$ cat src/rtl/fft_iter_pkg.sv
// fft_iter_pkg: state encoding, pipeline depth, layer limits and bit reversal shared by the FFT scheduler
package fft_iter_pkg;
   typedef enum logic [2:0] {IDLE, RUN, DRAIN, UNLOAD, FINISH} state_t;
   localparam int LOG2N_MIN = 1;
   function automatic int pipe_depth(input int rd_lat, input int but_lat);
      return rd_lat + but_lat;
   endfunction
   function automatic logic log2n_ok(input int v, input int max_awl);
      return v >= LOG2N_MIN && v <= max_awl;
   endfunction
   function automatic logic [31:0] bitrev(input logic [31:0] x, input int l);
      logic [31:0] r;
      r = '0;
      for (int i = 0; i < 32; i++)
         if (i < l) r[i] = x[5'(l - 1 - i)];
      return r;
   endfunction
endpackage

$ cat src/rtl/fft_iter_sched_unit_if.sv
// fft_iter_sched_unit_if: control and address bundle of the FFT scheduler
// FFT_SCHED_BITREV_OUT_EN adds the natural-order readout signals
interface fft_iter_sched_unit_if #(
   parameter int MAX_AWL = 10,
   parameter int LayWL = 4
);
   logic EN, START, i_INVERSE;
   logic [LayWL-1:0] i_LOG2N, o_LAYER;
   logic o_BUSY, o_DONE, o_ERR, o_SRC_SEL, o_RD_EN, o_W_CONJ, o_WR_EN;
   logic [MAX_AWL-1:0] o_RD_A_ADDR, o_RD_B_ADDR, o_WR_A_ADDR, o_WR_B_ADDR;
   logic [MAX_AWL-2:0] o_W_ADDR;
`ifdef FFT_SCHED_BITREV_OUT_EN
   logic o_OUT_VALID;
   logic [MAX_AWL-1:0] o_OUT_ADDR;
`endif
   modport master (
      output EN, START, i_LOG2N, i_INVERSE,
      input o_BUSY, o_DONE, o_ERR, o_SRC_SEL, o_LAYER, o_RD_EN, o_RD_A_ADDR, o_RD_B_ADDR,
      input o_W_ADDR, o_W_CONJ, o_WR_EN, o_WR_A_ADDR, o_WR_B_ADDR
`ifdef FFT_SCHED_BITREV_OUT_EN
      , input o_OUT_VALID, o_OUT_ADDR
`endif
   );
   modport slave (
      input EN, START, i_LOG2N, i_INVERSE,
      output o_BUSY, o_DONE, o_ERR, o_SRC_SEL, o_LAYER, o_RD_EN, o_RD_A_ADDR, o_RD_B_ADDR,
      output o_W_ADDR, o_W_CONJ, o_WR_EN, o_WR_A_ADDR, o_WR_B_ADDR
`ifdef FFT_SCHED_BITREV_OUT_EN
      , output o_OUT_VALID, o_OUT_ADDR
`endif
   );
endinterface

$ cat src/rtl/fft_addr_delay_line.sv
// fft_addr_delay_line: EN-gated valid-tagged shift register aligning write-back with butterfly results
module fft_addr_delay_line #(
   parameter int DEPTH = 4,
   parameter int AW = 10
) (
   input logic CLK,
   input logic RST,
   input logic EN,
   input logic i_V,
   input logic [AW-1:0] i_A,
   input logic [AW-1:0] i_B,
   output logic o_V,
   output logic [AW-1:0] o_A,
   output logic [AW-1:0] o_B
);
   logic [2*AW:0] sr [DEPTH];
   always_ff @(posedge CLK or posedge RST)
      if (RST) begin
         for (int i = 0; i < DEPTH; i++) sr[i] <= '0;
      end else if (EN) begin
         sr[0] <= {i_V, i_A, i_B};
         for (int i = 1; i < DEPTH; i++) sr[i] <= sr[i-1];
      end
   assign {o_V, o_A, o_B} = sr[DEPTH-1];
endmodule

$ cat src/rtl/fft_iter_sched_unit.sv
// fft_iter_sched_unit: in-place radix-2 DIF FFT scheduler (addresses, twiddles, strobes, busy/done)
// FFT_SCHED_BITREV_OUT_EN adds an UNLOAD phase emitting bit-reversed readout addresses
module fft_iter_sched_unit
   import fft_iter_pkg::*;
#(
   parameter int MAX_AWL = 10,
   parameter int LayWL = 4,
   parameter int BUT_LAT = 3,
   parameter int RD_LAT = 1
) (
   input logic CLK,
   input logic RST,
   fft_iter_sched_unit_if.slave bus
);
   localparam int PIPE = pipe_depth(RD_LAT, BUT_LAT);
   localparam int CW = (MAX_AWL > $clog2(PIPE)) ? MAX_AWL : $clog2(PIPE);
   localparam int WW = MAX_AWL - 1;
`ifdef FFT_SCHED_BITREV_OUT_EN
   localparam state_t POST = UNLOAD;
`else
   localparam state_t POST = FINISH;
`endif
   state_t state, state_n;
   logic [CW-1:0] cnt, cnt_n;
   logic [LayWL-1:0] layer, layer_n, len;
   logic inv, accept, err, run, last, wv;
   logic [MAX_AWL-1:0] k, nm1, hm, a, b;
   logic [WW-1:0] w;

   always_ff @(posedge CLK or posedge RST)
      if (RST) begin
         state <= IDLE;
         cnt <= '0;
         layer <= '0;
         len <= '0;
         inv <= 1'b0;
      end else begin
         state <= state_n;
         cnt <= cnt_n;
         layer <= layer_n;
         if (accept) begin
            len <= bus.i_LOG2N;
            inv <= bus.i_INVERSE;
         end
      end

   // hm = H-1 masks the in-group offset; the bits above it select the group
   assign k = cnt[MAX_AWL-1:0];
   assign nm1 = {MAX_AWL{1'b1}} >> (MAX_AWL - int'(len));
   assign hm = nm1 >> (int'(layer) + 1);
   assign a = ((k & ~hm) << 1) | (k & hm);
   assign b = a | (hm + 1'b1);
   assign w = WW'((k & hm) << (int'(layer) + MAX_AWL - int'(len)));
   assign last = layer == len - 1'b1;

   always_comb begin
      state_n = state;
      cnt_n = cnt;
      layer_n = layer;
      accept = 1'b0;
      err = 1'b0;
      if (bus.EN)
         case (state)
            IDLE: if (bus.START) begin
               accept = log2n_ok(int'(bus.i_LOG2N), MAX_AWL);
               err = !accept;
               if (accept) begin
                  state_n = RUN;
                  cnt_n = '0;
                  layer_n = '0;
               end
            end
            RUN: begin
               cnt_n = (k == (nm1 >> 1)) ? '0 : cnt + 1'b1;
               state_n = (k == (nm1 >> 1)) ? DRAIN : RUN;
            end
            DRAIN: if (cnt == CW'(PIPE - 1)) begin
               cnt_n = '0;
               layer_n = last ? layer : layer + 1'b1;
               state_n = last ? POST : RUN;
            end else cnt_n = cnt + 1'b1;
            UNLOAD: begin
               cnt_n = (k == nm1) ? '0 : cnt + 1'b1;
               state_n = (k == nm1) ? FINISH : UNLOAD;
            end
            FINISH: state_n = IDLE;
            default: state_n = IDLE;
         endcase
   end

   assign run = state == RUN;
   assign bus.o_RD_EN = run && bus.EN;
   assign bus.o_SRC_SEL = run && layer == '0;
   assign bus.o_LAYER = layer;
   assign bus.o_RD_A_ADDR = run ? a : '0;
   assign bus.o_RD_B_ADDR = run ? b : '0;
   assign bus.o_W_ADDR = run ? w : '0;
   assign bus.o_W_CONJ = inv;
   assign bus.o_BUSY = accept || state inside {RUN, DRAIN, UNLOAD};
   assign bus.o_DONE = bus.EN && state == FINISH;
   assign bus.o_ERR = err;
   assign bus.o_WR_EN = wv && bus.EN;
`ifdef FFT_SCHED_BITREV_OUT_EN
   assign bus.o_OUT_VALID = bus.EN && state == UNLOAD;
   assign bus.o_OUT_ADDR = state == UNLOAD ? MAX_AWL'(bitrev(32'(k), int'(len))) : '0;
`endif

   fft_addr_delay_line #(.DEPTH(PIPE), .AW(MAX_AWL)) u_dly (
      .CLK(CLK),
      .RST(RST),
      .EN(bus.EN),
      .i_V(bus.o_RD_EN),
      .i_A(bus.o_RD_A_ADDR),
      .i_B(bus.o_RD_B_ADDR),
      .o_V(wv),
      .o_A(bus.o_WR_A_ADDR),
      .o_B(bus.o_WR_B_ADDR)
   );
endmodule

$ cat src/flat_wrapper.sv
// flat-port wrapper written by rule: the top's interface ports become plain ports
module fft_iter_sched_unit_flat import fft_iter_pkg::*;
#(
   parameter int MAX_AWL = 10,
   parameter int LayWL = 4,
   parameter int BUT_LAT = 3,
   parameter int RD_LAT = 1
)
  (CLK, RST, bus_EN, bus_START, bus_i_LOG2N, bus_i_INVERSE, bus_o_BUSY, bus_o_DONE, bus_o_ERR, bus_o_SRC_SEL, bus_o_LAYER, bus_o_RD_EN, bus_o_RD_A_ADDR, bus_o_RD_B_ADDR, bus_o_W_ADDR, bus_o_W_CONJ, bus_o_WR_EN, bus_o_WR_A_ADDR, bus_o_WR_B_ADDR);
  fft_iter_sched_unit_if #(.MAX_AWL(MAX_AWL), .LayWL(LayWL)) bus_i ();
  input logic CLK;
  input logic RST;
  input wire logic [$bits(bus_i.EN)-1:0] bus_EN;
  input wire logic [$bits(bus_i.START)-1:0] bus_START;
  input wire logic [$bits(bus_i.i_LOG2N)-1:0] bus_i_LOG2N;
  input wire logic [$bits(bus_i.i_INVERSE)-1:0] bus_i_INVERSE;
  output wire logic [$bits(bus_i.o_BUSY)-1:0] bus_o_BUSY;
  output wire logic [$bits(bus_i.o_DONE)-1:0] bus_o_DONE;
  output wire logic [$bits(bus_i.o_ERR)-1:0] bus_o_ERR;
  output wire logic [$bits(bus_i.o_SRC_SEL)-1:0] bus_o_SRC_SEL;
  output wire logic [$bits(bus_i.o_LAYER)-1:0] bus_o_LAYER;
  output wire logic [$bits(bus_i.o_RD_EN)-1:0] bus_o_RD_EN;
  output wire logic [$bits(bus_i.o_RD_A_ADDR)-1:0] bus_o_RD_A_ADDR;
  output wire logic [$bits(bus_i.o_RD_B_ADDR)-1:0] bus_o_RD_B_ADDR;
  output wire logic [$bits(bus_i.o_W_ADDR)-1:0] bus_o_W_ADDR;
  output wire logic [$bits(bus_i.o_W_CONJ)-1:0] bus_o_W_CONJ;
  output wire logic [$bits(bus_i.o_WR_EN)-1:0] bus_o_WR_EN;
  output wire logic [$bits(bus_i.o_WR_A_ADDR)-1:0] bus_o_WR_A_ADDR;
  output wire logic [$bits(bus_i.o_WR_B_ADDR)-1:0] bus_o_WR_B_ADDR;
  assign bus_i.EN = bus_EN;
  assign bus_i.START = bus_START;
  assign bus_i.i_LOG2N = bus_i_LOG2N;
  assign bus_i.i_INVERSE = bus_i_INVERSE;
  assign bus_o_BUSY = bus_i.o_BUSY;
  assign bus_o_DONE = bus_i.o_DONE;
  assign bus_o_ERR = bus_i.o_ERR;
  assign bus_o_SRC_SEL = bus_i.o_SRC_SEL;
  assign bus_o_LAYER = bus_i.o_LAYER;
  assign bus_o_RD_EN = bus_i.o_RD_EN;
  assign bus_o_RD_A_ADDR = bus_i.o_RD_A_ADDR;
  assign bus_o_RD_B_ADDR = bus_i.o_RD_B_ADDR;
  assign bus_o_W_ADDR = bus_i.o_W_ADDR;
  assign bus_o_W_CONJ = bus_i.o_W_CONJ;
  assign bus_o_WR_EN = bus_i.o_WR_EN;
  assign bus_o_WR_A_ADDR = bus_i.o_WR_A_ADDR;
  assign bus_o_WR_B_ADDR = bus_i.o_WR_B_ADDR;
  fft_iter_sched_unit #(.MAX_AWL(MAX_AWL), .LayWL(LayWL), .BUT_LAT(BUT_LAT), .RD_LAT(RD_LAT)) u_core (.CLK(CLK), .RST(RST), .bus(bus_i));
endmodule
$ cat config.mk
export PLATFORM = sky130hd
export DESIGN_NAME = fft_iter_sched_unit_flat
export DESIGN_NICKNAME = d
export VERILOG_FILES = /design/src/rtl/fft_iter_pkg.sv /design/src/rtl/fft_iter_sched_unit_if.sv /design/src/rtl/fft_addr_delay_line.sv /design/src/rtl/fft_iter_sched_unit.sv /design/src/flat_wrapper.sv
export SDC_FILE = /design/constraint.sdc
export NUM_CORES = 1
export LEC_CHECK = 0
export BUFFER_PORTS_ARGS = -buffer_cell sky130_fd_sc_hd__buf_2
export CAP_MARGIN = 20
export CORE_MARGIN = 8
export CORE_UTILIZATION = 64
export CTS_CLUSTER_DIAMETER = 120
export DETAILED_ROUTE_END_ITERATION = 6
export PLACE_DENSITY = 0.89
export SETUP_SLACK_MARGIN = 0.02
export SLEW_MARGIN = 20
export SYNTH_ARGS = -nofsm -noshare
export SYNTH_HDL_FRONTEND = slang
export SYNTH_SLANG_ARGS = --single-unit
$ cat constraint.sdc
create_clock -name CLK -period 7.78 [get_ports CLK]
set_clock_uncertainty 0.2 [all_clocks]
set_input_delay 1.556 -clock CLK [delete_from_list [all_inputs] [get_ports CLK]]
set_output_delay 1.556 -clock CLK [all_outputs]
set_load 0.02 [all_outputs]
# Word level (Yosys, flattened, before mapping)
# Index checks and enable logic that the tools add are counted.
word_totals:
  register_bits: 106
  in_bits: 9
  output_inout_bits: 60
  elab_cells: 81
classes:
  n_addsub: 8
  order_cmp: 2
  eq_ne: 12
  shifts: 3
  n_mux: 27
  bitwise_logic: 5
  reduce_logical: 15
op_table:
  columns: ["operator", "count"]
  rows:
  - ["$mux 10", 7]
  - ["$pmux 10 s4", 1]
  - ["$shl 10x32->9", 1]
  - ["$shr 10x32->10 const A", 1]
  - ["$sub 32x5->32", 1]
  - ["$add 10x1->10 const B", 2]
  - ["$or 10x10->10", 2]
  - ["$mux 4", 4]
  - ["$mux 3", 5]
  - ["$pmux 3 s4", 1]
  - ["$and 10x10->10", 1]
  - ["$eq 10x10->1", 1]
  - ["$eq 10x2->1 const B", 1]
  - ["$eq 10x9->1", 1]
  - ["$shr 10x5->10", 1]
  - ["$and 9x9->9", 1]
  - ["$mux 9", 1]
  - ["$not 9->9", 1]
  - ["$pmux 4 s2", 1]
  - ["$reduce_and 4->1", 2]
  - ["$eq 3x2->1 const B", 2]
  - ["$mux 1", 6]
  - ["$reduce_and 6->1", 1]
  - ["$add 4x1->5 const B", 1]
  - ["20 further kinds", 26]

# Logic depth before layout (Yosys ltp)
# Gate-level depths: netlist of the first run.
logic_depth:
  ltp_word: 8
  ltp_mapped: 14
  ltp_nobuf: 12

# By module
# Synthesis of the first run repeated with hierarchy kept, for this count alone.
hier_totals:
  cells_unflattened: 685
  hier_area_um2: 6876.6
by_module_without_submodules:
  columns: ["mod", "instances", "cells_per_inst", "area_each_um2", "seq_area_each_um2"]
  rows:
  - ["fft_addr_delay_line", 1, 198, 3515.9, 2102.0]
  - ["fft_iter_sched_unit", 1, 487, 3360.7, 550.5]

# Worst setup path after synthesis of the first run
# No wires, ideal clock.
synth_path:
  path_type: "register to output"
  startpoint: "reg u_core.len[1]"
  endpoint: "out bus_o_RD_B_ADDR[6]"
  arrival_time_ns: 3.698
  required_ns: 6.024
  path_slack_ns: 2.326
  stages_incl_launch_ff: 14
  n_path_buf: 2
  cell_sequence: "dfrtp_1 -> clkbuf_1 -> inv_1 -> ha_1 -> inv_1 -> or4_4 -> and3_1 -> buf_6 -> mux2_4 -> a311oi_4 -> ha_1 -> nand2_1 -> mux2_2 -> a21oi_1"
synth_between:
  elab_chain_len: 8
  word_cells_on_any_way: 10
  cone_classes: "add/sub: 2; shift: 2; mux: 1; bitwise: 5"
synth_rtl:
  columns: ["element", "line", "rtl"]
  rows:
  - ["from (decl)", "fft_iter_sched_unit.sv:25", "logic [LayWL-1:0] layer, layer_n, len;"]
  - ["from (signal assigned)", "fft_iter_sched_unit.sv:42", "len <= bus.i_LOG2N;"]
  - ["$sub 4x4->5 *", "fft_iter_sched_unit.sv:49", "assign nm1 = {MAX_AWL{1'b1}} >> (MAX_AWL - int'(len));"]
  - ["$shr 10x32->10 *", "fft_iter_sched_unit.sv:49", null]
  - ["$shr 10x5->10 *", "fft_iter_sched_unit.sv:50", "assign hm = nm1 >> (int'(layer) + 1);"]
  - ["branches (longest 3 deep; another with $add 10x1->10)", null, null]
  - ["$or 10x10->10 *", "fft_iter_sched_unit.sv:52", "assign b = a | (hm + 1'b1);"]
  - ["$mux 10 *", "fft_iter_sched_unit.sv:96", "assign bus.o_RD_B_ADDR = run ? b : '0;"]
  - ["to (decl)", "flat_wrapper.sv:24", "output wire logic [$bits(bus_i.o_RD_B_ADDR)-1:0] bus_o_RD_B_ADDR;"]
# Mark *: on every way between the ends.

# Final worst setup path of the first run
layout_path:
  startpoint: "reg u_core.len[0]"
  endpoint: "out bus_o_RD_B_ADDR[6]"
# The elaborated chain is that of the path after synthesis.

==> out/qor.yml, run 1 <==
pwr:
  finalPower_w: 0.00315
  irDropWorstVdd_mv: 0.220
  internal_power_w: 0.00158
  p_clk_share_pct: 11.5
  power.density_nw_per_um2: 452
  power_frac_seq_pct: 28.3
  p_sw_w: 0.00157
  pwr-share-comb_pct: 60.2
  leakage_nw: 3.30
  switching_share_pct: 49.9
routing:
  vias: 5518
  drcViolationCount: 0
  drt_iter0_drc: 840
  top_layer_used: "met4"
  dr_wl_met2_um: 8770
  ant_nets: 0
  firstDrtPassIters: 7
  wl_met1_um: 7190
  wl_per_cell_um: 21.6
  wl_met3_um: 1450
  avgViaCountPerCell: 6.67
  wirelength_um: 17900
yosys:
  yosys-top-cells-area: "dfrtp_1, mux2_2, nand2_1"
  ys.flop_type: "dfrtp_1"
  yosysWarnings: 0
  synthArstFlopShare_pct: 100
  syn_inst: 666
  ys_seq_area_share_pct: 40.6
  synth_area_um2: 6530
  syn_nets: 688
  synth-seq-cells: 106
  netlist.area_leader.share_pct: 40.6
  syn_avg_cell_area_um2: 9.81
  synth.distinct_cells: 77
  yosysTopAreaCell: "dfrtp_1"
  synth_edf_count: 0
worst_setup_path:
  cp-end-kind: "output port"
  worst-endpoint-arrival_ns: 4.89
  critPathKind: "reg2out"
  cp_max_fo: 21
  startpoint_type: "register"
  cp.required_ns: 6.02
sta:
  tightest_slew_ns: 1.01
  finalHoldViolations: 0
  post-route-period-util_pct: 85.4
  setup_viol: 0
  slew_headroom_pct: 32.5
  rsz0062_at_grt: "no"
  finalMaxSlewViolations: 0
  fmax_mhz: 151
  min_period_ns: 6.64
  tns_ns: 0
global_routing:
  grt_start_max_net_pins: 60
  grt_pass1_vias: 5370
  grt_util_all_layers_pct: 26.9
  grt_overflow: 0
  grt_first_pass_wirelength_um: 28700
  antenna_found_initial: 0
finish:
  drive_gt1_share_pct: 26.3
  postLayoutCellArea_um2: 6980
  n_antenna_cell: 0
  areaGrowthSynthToFinish_pct: 6.80
  fillers: 756
  finish.utilization_pct: 68.8
  fin_nets: 708
clock_network:
  htree_levels: 3
  cts_hold_buf: 0
  post_cts_buffers: 0
  cts_max_path_buffers: 2
  cts_buffers: 9
  cts_resized: 0
  root_buffer: "clkbuf_8"
  clk_pin_slew_ns: 0.11
  tritoncts: "yes"
  clock_latency_ns: 0.37
  clock_sinks: 106
floorplanning:
  rows: 37
  fp.dieArea_um2: 13700
  chipHeight_um: 117
  initial_core_util_pct: 64.4
  io_pins: 69
  die_x_um: 117
  core-area_um2: 10100
placement:
  port_buffers: 68
  globalplace.congestion: 0.935
  dp_hpwl_um: 13200
  placed_area_um2: 6760
worst_hold_path:
  min_path_type: "reg2reg"
status:
  outcome: "completed"
run:
  drv_cap: 0
[cells in the mapped netlist (14+ instances only)]
cell / count
a21oi_1: 25
a31oi_1: 14
buf_4: 20
clkbuf_1: 40
dfrtp_1: 106
inv_1: 21
mux2_2: 81
nand2_1: 47
nand3_1: 18
nor2_1: 42
o21ai_0: 29
xnor2_1: 20
[placed cells by master, fill, tap and decap left out, drive strengths merged, types with 7 or more instances in the layout]
cell type / n
a211oi: 8
a21oi: 25
a31oi: 14
and3: 13
buf: 74
clkbuf: 10
dfrtp: 106
ha: 12
inv: 23
mux2: 82
nand2: 47
nand2b: 13
nand3: 18
nor2: 42
nor2b: 8
nor3: 11
nor4: 13
o21a: 7
o21ai: 29
xnor2: 20
[kinds of logic (layout without fill, tap and decap cells)]
logic type | count (synthesis) | after routing | share of synthesized area (%)
fa+ha+maj | 13 | 13 | 2.60
compound gates | 151 | 151 | 16.5
simple gates | 198 | 198 | 15.7
flops | 106 | 106 | 40.6
xor+xnor | 24 | 24 | 3.22
buf+inv | 87 | 112 | 6.40
mux | 87 | 87 | 15.0
[state kept, by name (all words and copies together), names as in the netlist]
register and cells:
u_core.u_dly.o_A 10, u_core.bus.o_W_CONJ 1, u_core.len 4, u_core.u_dly.o_V 1
u_core.u_dly.sr 63, u_core.cnt 10, u_core.bus.o_LAYER 4, u_core.u_dly.o_B 10
u_core.state 3
[power by group through the flow]
stage / sequential [W] / clock, W / combinational (W)
after global placement: 0.000881 / 0 / 0.00181
after floorplan: 0.000786 / 0 / 0.00149
after detailed placement: 0.000900 / 0 / 0.00184
final: 0.000892 / 0.000361 / 0.00190
after CTS: 0.000888 / 0.000368 / 0.00185
after global routing: 0.000916 / 0.000385 / 0.00204
[critical path, cell delays in order, from the launching register on]
cell and delay (ns):
dfrtp_1 0.73, inv_1 0.19, ha_1 0.62, inv_1 0.22
or4_4 0.56, and3_1 0.27, mux2_4 0.30, a311oi_4 0.45
ha_1 0.33, nand2_1 0.12, mux2_2 0.33, a21oi_1 0.19
buf_2 0.20
[routing by layer]
metal,global-route usage (%),vias to the layer above
li1,-,2460
met1,34.7,2699
met2,44.8,311
met3,4.31,48
met4,9.56,0
met5,0,-
[per-stage QoR]
| stage | instances | hold WS, ns | setup slack, ns |
|---|---|---|---|
| after global placement | 811 | 0.270 | 1.82 |
| after global routing | 827 | 0.306 | 0.946 |
| after detailed placement | 811 | 0.269 | 1.68 |
| after floorplan | 666 | 0.248 | 2.33 |
| final | 827 | 0.288 | 1.14 |
| after CTS | 827 | 0.292 | 1.24 |
[worst paths after layout]
check                                                startpoint  slack (ns)                           endpoint  cells past startpoint
worst max-delay path                  u_core.len[0]$_DFFE_PP0P_        1.14                 bus_o_RD_B_ADDR[6]                     12
worst min-delay path            u_core.u_dly.sr[74]$_DFFE_PP0P_        0.29    u_core.u_dly.sr[74]$_DFFE_PP0P_                      1
worst max register to register        u_core.len[0]$_DFFE_PP0P_        2.98    u_core.u_dly.sr[71]$_DFFE_PP0P_                     12
worst min register to register  u_core.u_dly.sr[74]$_DFFE_PP0P_        0.29    u_core.u_dly.sr[74]$_DFFE_PP0P_                      1
max in group asynchronous                                   RST        5.20  u_core.bus.o_LAYER[2]$_DFFE_PP0P_                      3
min in group asynchronous                                   RST        1.07    u_core.u_dly.sr[44]$_DFFE_PP0P_                      2
[layout make-up]
cell class	count	area, µm²	area share (%)
well taps	136	170	2.44
clock buffers	10	128	1.83
multi-input cells	473	3470	49.7
inverters	22	85.1	1.22
repair buffers	74	388	5.56
clock inverters	6	86.3	1.24
flip-flops and latches	106	2650	38.0
No activity file was read; power rests on OpenSTA's default activity.
==> run 2: changes to the inputs <==
- CORE_UTILIZATION: 64 -> 61
- CTS_BUF_LIST: not set -> sky130_fd_sc_hd__clkbuf_4
- PLACE_DENSITY: 0.89 -> 0.85
==> out/qor.yml, run 2 (synthesis gave the netlist of run 1 again) <==
run:
  drv_cap: 0  # unchanged
sta:
  finalMaxSlewViolations: 0  # unchanged
  fmax_mhz: 150  # -0.19%
  slew_headroom_pct: 42.5  # +10 points
  tns_ns: 0  # unchanged
  rsz0062_at_grt: "no"
  min_period_ns: 6.66  # +0.0129 ns
  finalHoldViolations: 0  # unchanged
  post-route-period-util_pct: 85.6  # +0.17 points
  setup_viol: 0  # unchanged
  tightest_slew_ns: 0.861  # -0.145 ns
worst_setup_path:
  worst-endpoint-arrival_ns: 4.90  # about the same
  cp_max_fo: 21  # unchanged
  r2r-end: "u_core.u_dly.sr[71]$_DFFE_PP0P_"
  r2r_setup_slack_ns: 3.12  # +0.14 ns
  reg2reg_depth: 12  # unchanged
  startpoint_type: "register"
  crit_end: "bus_o_RD_B_ADDR[6]"
  critPathKind: "reg2out"
  crit_path_start: "u_core.len[0]$_DFFE_PP0P_"
  cp-end-kind: "output port"
  cp.required_ns: 6.02  # about the same
  timing.rr.start: "u_core.len[0]$_DFFE_PP0P_"
clock_network:
  tritoncts: "yes"
  htree_levels: 3  # unchanged
  cts_max_path_buffers: 2  # unchanged
  cts_hold_buf: 0  # unchanged
  clock_latency_ns: 0.49  # +0.12 ns
  post_cts_buffers: 0  # unchanged
  cts_buffers: 9  # unchanged
  clock_sinks: 106  # unchanged
  clk_pin_slew_ns: 0.18  # +0.07 ns
  root_buffer: "clkbuf_4"
  cts_resized: 0  # unchanged
global_routing:
  antenna_found_initial: 0  # unchanged
  grt_pass1_vias: 5390  # +0.37%
  grt_start_max_net_pins: 62  # +3.3%
  grt_overflow: 0  # unchanged
  grt_first_pass_wirelength_um: 29100  # +1.3%
  grt_util_all_layers_pct: 25.3  # -1.5 points
finish:
  largest_reg_flops: 63  # unchanged
  drive_gt1_share_pct: 26.5  # +0.14 points
  fillers: 814  # +7.7%
  regMostFlops: "u_core.u_dly.sr"
  fin_nets: 708  # unchanged
  final_common_cell: "dfrtp_1"
  layout_common_cells: "dfrtp_1, mux2_2, buf_2"
  areaGrowthSynthToFinish_pct: 5.59
  n_antenna_cell: 0  # unchanged
  finish.utilization_pct: 66.5  # -2.3 points
routing:
  vias: 5351  # -3.0%
  firstDrtPassIters: 5  # -2
  ant_nets: 0  # unchanged
  wirelength_um: 17900  # about the same
  wl_per_cell_um: 21.6  # about the same
  avgViaCountPerCell: 6.47  # -3.0%
  drcViolationCount: 0  # unchanged
  drt_iter0_drc: 578  # -31%
floorplanning:
  rows: 37  # unchanged
  io_pins: 69  # unchanged
  die_x_um: 119  # +2.1%
  initial_core_util_pct: 63.0  # -1.4 points
  core-area_um2: 10400  # +2.3%
  chipHeight_um: 119  # +2.1%
  fp.dieArea_um2: 14300  # +4.2%
status:
  outcome: "completed"
placement:
  globalplace.congestion: 0.951  # +1.7%
  port_buffers: 68  # unchanged
  dp_hpwl_um: 13400  # +1.1%
worst_hold_path:
  min_path_type: "reg2reg"
pwr:
  power.density_nw_per_um2: 443  # -1.9%
  irDropWorstVdd_mv: 0.260  # +18%
  leakage_nw: 3.27  # -0.95%
-- run 2: area by class of cell --
class	instances	area, µm²	share of cell area [%]
Tap cell	136	170	2.47
Multi-Input combinational cell	473	3470	50.3
Timing Repair Buffer	74	388	5.62
Clock inverter	7	67.6	0.980
Clock buffer	9	67.6	0.980
Inverter	22	85.1	1.23
Sequential cell	106	2650	38.5
-- run 2: worst min-delay path by stage --
stage | start | endpoint | slack [ns] | depth (start not counted)
after detailed placement | u_core.u_dly.sr[74]$_DFFE_PP0P_ | u_core.u_dly.sr[74]$_DFFE_PP0P_ | 0.28 | 1
after floorplan | u_core.u_dly.sr[77]$_DFFE_PP0P_ | u_core.u_dly.sr[77]$_DFFE_PP0P_ | 0.25 | 2
after global placement | u_core.u_dly.sr[74]$_DFFE_PP0P_ | u_core.u_dly.sr[74]$_DFFE_PP0P_ | 0.26 | 1
after global routing | u_core.u_dly.sr[74]$_DFFE_PP0P_ | u_core.u_dly.sr[74]$_DFFE_PP0P_ | 0.32 | 1
final | u_core.u_dly.sr[49]$_DFFE_PP0P_ | u_core.u_dly.sr[28]$_DFFE_PP0P_ | 0.32 | 1
after CTS | u_core.u_dly.sr[49]$_DFFE_PP0P_ | u_core.u_dly.sr[28]$_DFFE_PP0P_ | 0.31 | 1
-- run 2: power by group --
part / switching, W / internal, W / total (W) / leakage, nW
combinational: 0.00116 / 0.000718 / 0.00188 / 1.76
sequential: 0.000195 / 0.000701 / 0.000896 / 1.43
clock: 0.000205 / 0.0000743 / 0.000279 / 0.0760
total: 0.00156 / 0.00149 / 0.00306 / 3.27
-- run 2: metrics by stage --
step / instances / hold slack (ns) / area (µm²) / total power [W] / setup slack [ns]
after floorplan: 666 / 0.248 / 6530 / 0.00227 / 2.33
after global placement: 811 / 0.265 / 6760 / 0.00271 / 1.83
after detailed placement: 811 / 0.284 / 6760 / 0.00275 / 1.71
after CTS: 827 / 0.310 / 6890 / 0.00303 / 1.13
after global routing: 827 / 0.322 / 6900 / 0.00327 / 0.809
final: 827 / 0.315 / 6900 / 0.00306 / 1.12
-- run 2: critical path, stage by stage, from the launching register on --
cell      delay (ns)
dfrtp_1         0.77
inv_1           0.16
ha_1            0.57
inv_1           0.24
or4_4           0.55
and3_1          0.27
mux2_4          0.30
a311oi_4        0.42
ha_1            0.30
nand2_1         0.12
mux2_2          0.33
a21oi_1         0.18
buf_2           0.19
-- run 2: layer usage --
layer / vias up / global-route usage, % / wire, µm
met2: 217 / 42.8 / 8680
met5: - / 0 / 0
met1: 2643 / 31.9 / 7570
met3: 39 / 4.72 / 1190
li1: 2452 / - / -
met4: 0 / 8.98 / 439
==> run 3: changes to the inputs <==
- CORE_UTILIZATION: 61 -> 25
- PLACE_DENSITY: 0.85 -> 0.44
==> out/qor.yml, run 3 (synthesis gave the netlist of run 1 again) <==
floorplanning:
  rows: 59  # +59%
  core-area_um2: 25800  # +150%
  initial_core_util_pct: 25.3  # -38 points
  die_x_um: 178  # +49%
  chipHeight_um: 178  # +49%
  io_pins: 69  # unchanged
  fp.dieArea_um2: 31600  # +120%
pwr:
  pwr-share-comb_pct: 61.4  # -0.2 points
  irDropWorstVdd_mv: 0.177  # -32%
  p_clk_share_pct: 9.7  # +0.6 points
  p_sw_w: 0.00154  # -1.6%
  power.density_nw_per_um2: 427  # -3.7%
  power_frac_seq_pct: 28.9  # -0.4 points
  internal_power_w: 0.00152  # +1.8%
  switching_share_pct: 50.3  # -0.86 points
  finalPower_w: 0.00306  # about the same
  leakage_nw: 3.27  # about the same
clock_network:
  cts_buffers: 9  # unchanged
  htree_levels: 3  # unchanged
  post_cts_buffers: 0  # unchanged
  clock_sinks: 106  # unchanged
  cts_max_path_buffers: 2  # unchanged
  clk_pin_slew_ns: 0.19  # about the same
  tritoncts: "yes"
  cts_hold_buf: 0  # unchanged
  clock_latency_ns: 0.49  # about the same
  cts_resized: 0  # unchanged
  root_buffer: "clkbuf_4"
finish:
  final_common_cell: "dfrtp_1"
  finalNonFillerCells: 1027  # +24%
  fin_nets: 710  # +0.28%
  fillers: 2784  # +240%
  areaGrowthSynthToFinish_pct: 9.69
  largest_reg_flops: 63  # unchanged
  drive_gt1_share_pct: 26.5  # unchanged
  layout_common_cells: "dfrtp_1, mux2_2, buf_2"
  regMostFlops: "u_core.u_dly.sr"
sta:
  post-route-period-util_pct: 86.2  # +0.67 points
  rsz0062_at_grt: "no"
  slew_headroom_pct: 41.9  # -0.60 points
  fmax_mhz: 149  # -0.78%
  finalMaxSlewViolations: 0  # unchanged
  tns_ns: 0  # unchanged
  tightest_slew_ns: 0.870  # +0.00899 ns
  worst_slack_ns: 1.07  # -0.0523 ns
  finalHoldViolations: 0  # unchanged
  setup_viol: 0  # unchanged
  min_period_ns: 6.71  # +0.0523 ns
worst_setup_path:
  critPathKind: "reg2out"
  timing.rr.start: "u_core.len[0]$_DFFE_PP0P_"
  startpoint_type: "register"
  cp-end-kind: "output port"
  worst-endpoint-arrival_ns: 4.95  # +0.05 ns
  slowest_stage: "dfrtp_1"
  cp_max_fo: 21  # unchanged
  cp_num_buf_inv: 3  # unchanged
  cp.required_ns: 6.02  # about the same
  crit_path_start: "u_core.len[0]$_DFFE_PP0P_"
  crit_chain: "inv_1 > ha_1 > inv_1 > or4_4 > and3_1 > mux2_4 > a311oi_4 > ha_1 > nand2_1 > mux2_2 > a21oi_1 > buf_2"
  max_stage_delay_ns: 0.76  # about the same
  critPathTopFamily: "simple AND/OR/NAND/NOR gates"
placement:
  dp_hpwl_um: 13500  # +0.73%
  port_buffers: 68  # unchanged
  globalplace.congestion: 0.852  # -10%
  post-place-cells: 1012  # +25%
  dp_slack_ns: 1.63  # -0.0828 ns
routing:
  wirelength_um: 18800  # +5.3%
  avgViaCountPerCell: 5.01  # -23%
  drt_iter0_drc: 383  # -34%
  wl_per_cell_um: 18.3  # -15%
  firstDrtPassIters: 4  # -1
  ant_nets: 0  # unchanged
  drcViolationCount: 0  # unchanged
  vias: 5147  # -3.8%
run:
  drv_cap: 0  # unchanged
status:
  outcome: "completed"
global_routing:
  grt_overflow: 0  # unchanged
  grt_util_all_layers_pct: 11.9  # -13 points
  antenna_found_initial: 1  # +1
  grt_first_pass_wirelength_um: 29700  # +2.2%
  grt_pass1_vias: 5047  # -6.4%
  grt_start_max_net_pins: 77  # +24%
worst_hold_path:
  min_from: "u_core.u_dly.sr[83]$_DFFE_PP0P_"
  min_path_type: "reg2reg"
[run 3: cell count changes in the layout (fill, tap and decap cells not counted), sizes merged]
cell,before,now
buf,74,76
inv,25,23
clkinvlp,0,2
bufinv,0,1
diode,0,1
clkinv,4,1
[run 3: power by group through the flow]
stage | clock network [W] | registers, W | logic, W
final | 0.000297 | 0.000882 | 0.00188
after global routing | 0.000333 | 0.000911 | 0.00206
after CTS | 0.000315 | 0.000881 | 0.00188
after detailed placement | 0 | 0.000895 | 0.00187
after global placement | 0 | 0.000892 | 0.00189
after floorplan | 0 | 0.000786 | 0.00149
[run 3: area by class of cell]
type / count / area (µm²) / area share (%)
Inverter: 22 / 85.1 / 1.19
Antenna cell: 1 / 2.50 / 0.0349
Clock buffer: 9 / 67.6 / 0.943
Sequential cell: 106 / 2650 / 37.0
Timing Repair Buffer: 76 / 407 / 5.67
Multi-Input combinational cell: 473 / 3470 / 48.4
Clock inverter: 5 / 65.1 / 0.908
Tap cell: 335 / 419 / 5.85
[run 3: path summary, 6_finish.rpt]
check | to | slack, ns | cells after the start
worst min register to register | u_core.u_dly.sr[83]$_DFFE_PP0P_ | 0.30 | 1
worst min-delay path | u_core.u_dly.sr[83]$_DFFE_PP0P_ | 0.30 | 1
worst max register to register | u_core.u_dly.sr[71]$_DFFE_PP0P_ | 3.11 | 12
max in group asynchronous | u_core.cnt[9]$_DFFE_PP0P_ | 5.50 | 3
worst max-delay path | bus_o_RD_B_ADDR[6] | 1.07 | 12
min in group asynchronous | u_core.u_dly.sr[21]$_DFFE_PP0P_ | 0.84 | 2
[run 3: metal layers]
layer  vias to the layer above  wire length, µm  global-route usage (%)
met1                      2545             9200                    16.6
met5                         -                0                       0
met2                       122             8520                    18.4
met4                         0              325                    4.34
li1                       2461                -                       -
met3                        19              777                    1.89
[run 3: metrics by stage]
stage | utilization [%] | hold WS, ns | area [µm²]
2_1_floorplan | - | 0.248 | 6530
3_3_place_gp | 27.2 | 0.264 | 7030
3_5_place_dp | 27.2 | 0.267 | 7030
4_1_cts | 27.7 | 0.305 | 7160
5_1_grt | 27.7 | 0.314 | 7170
6_report | 27.7 | 0.299 | 7170
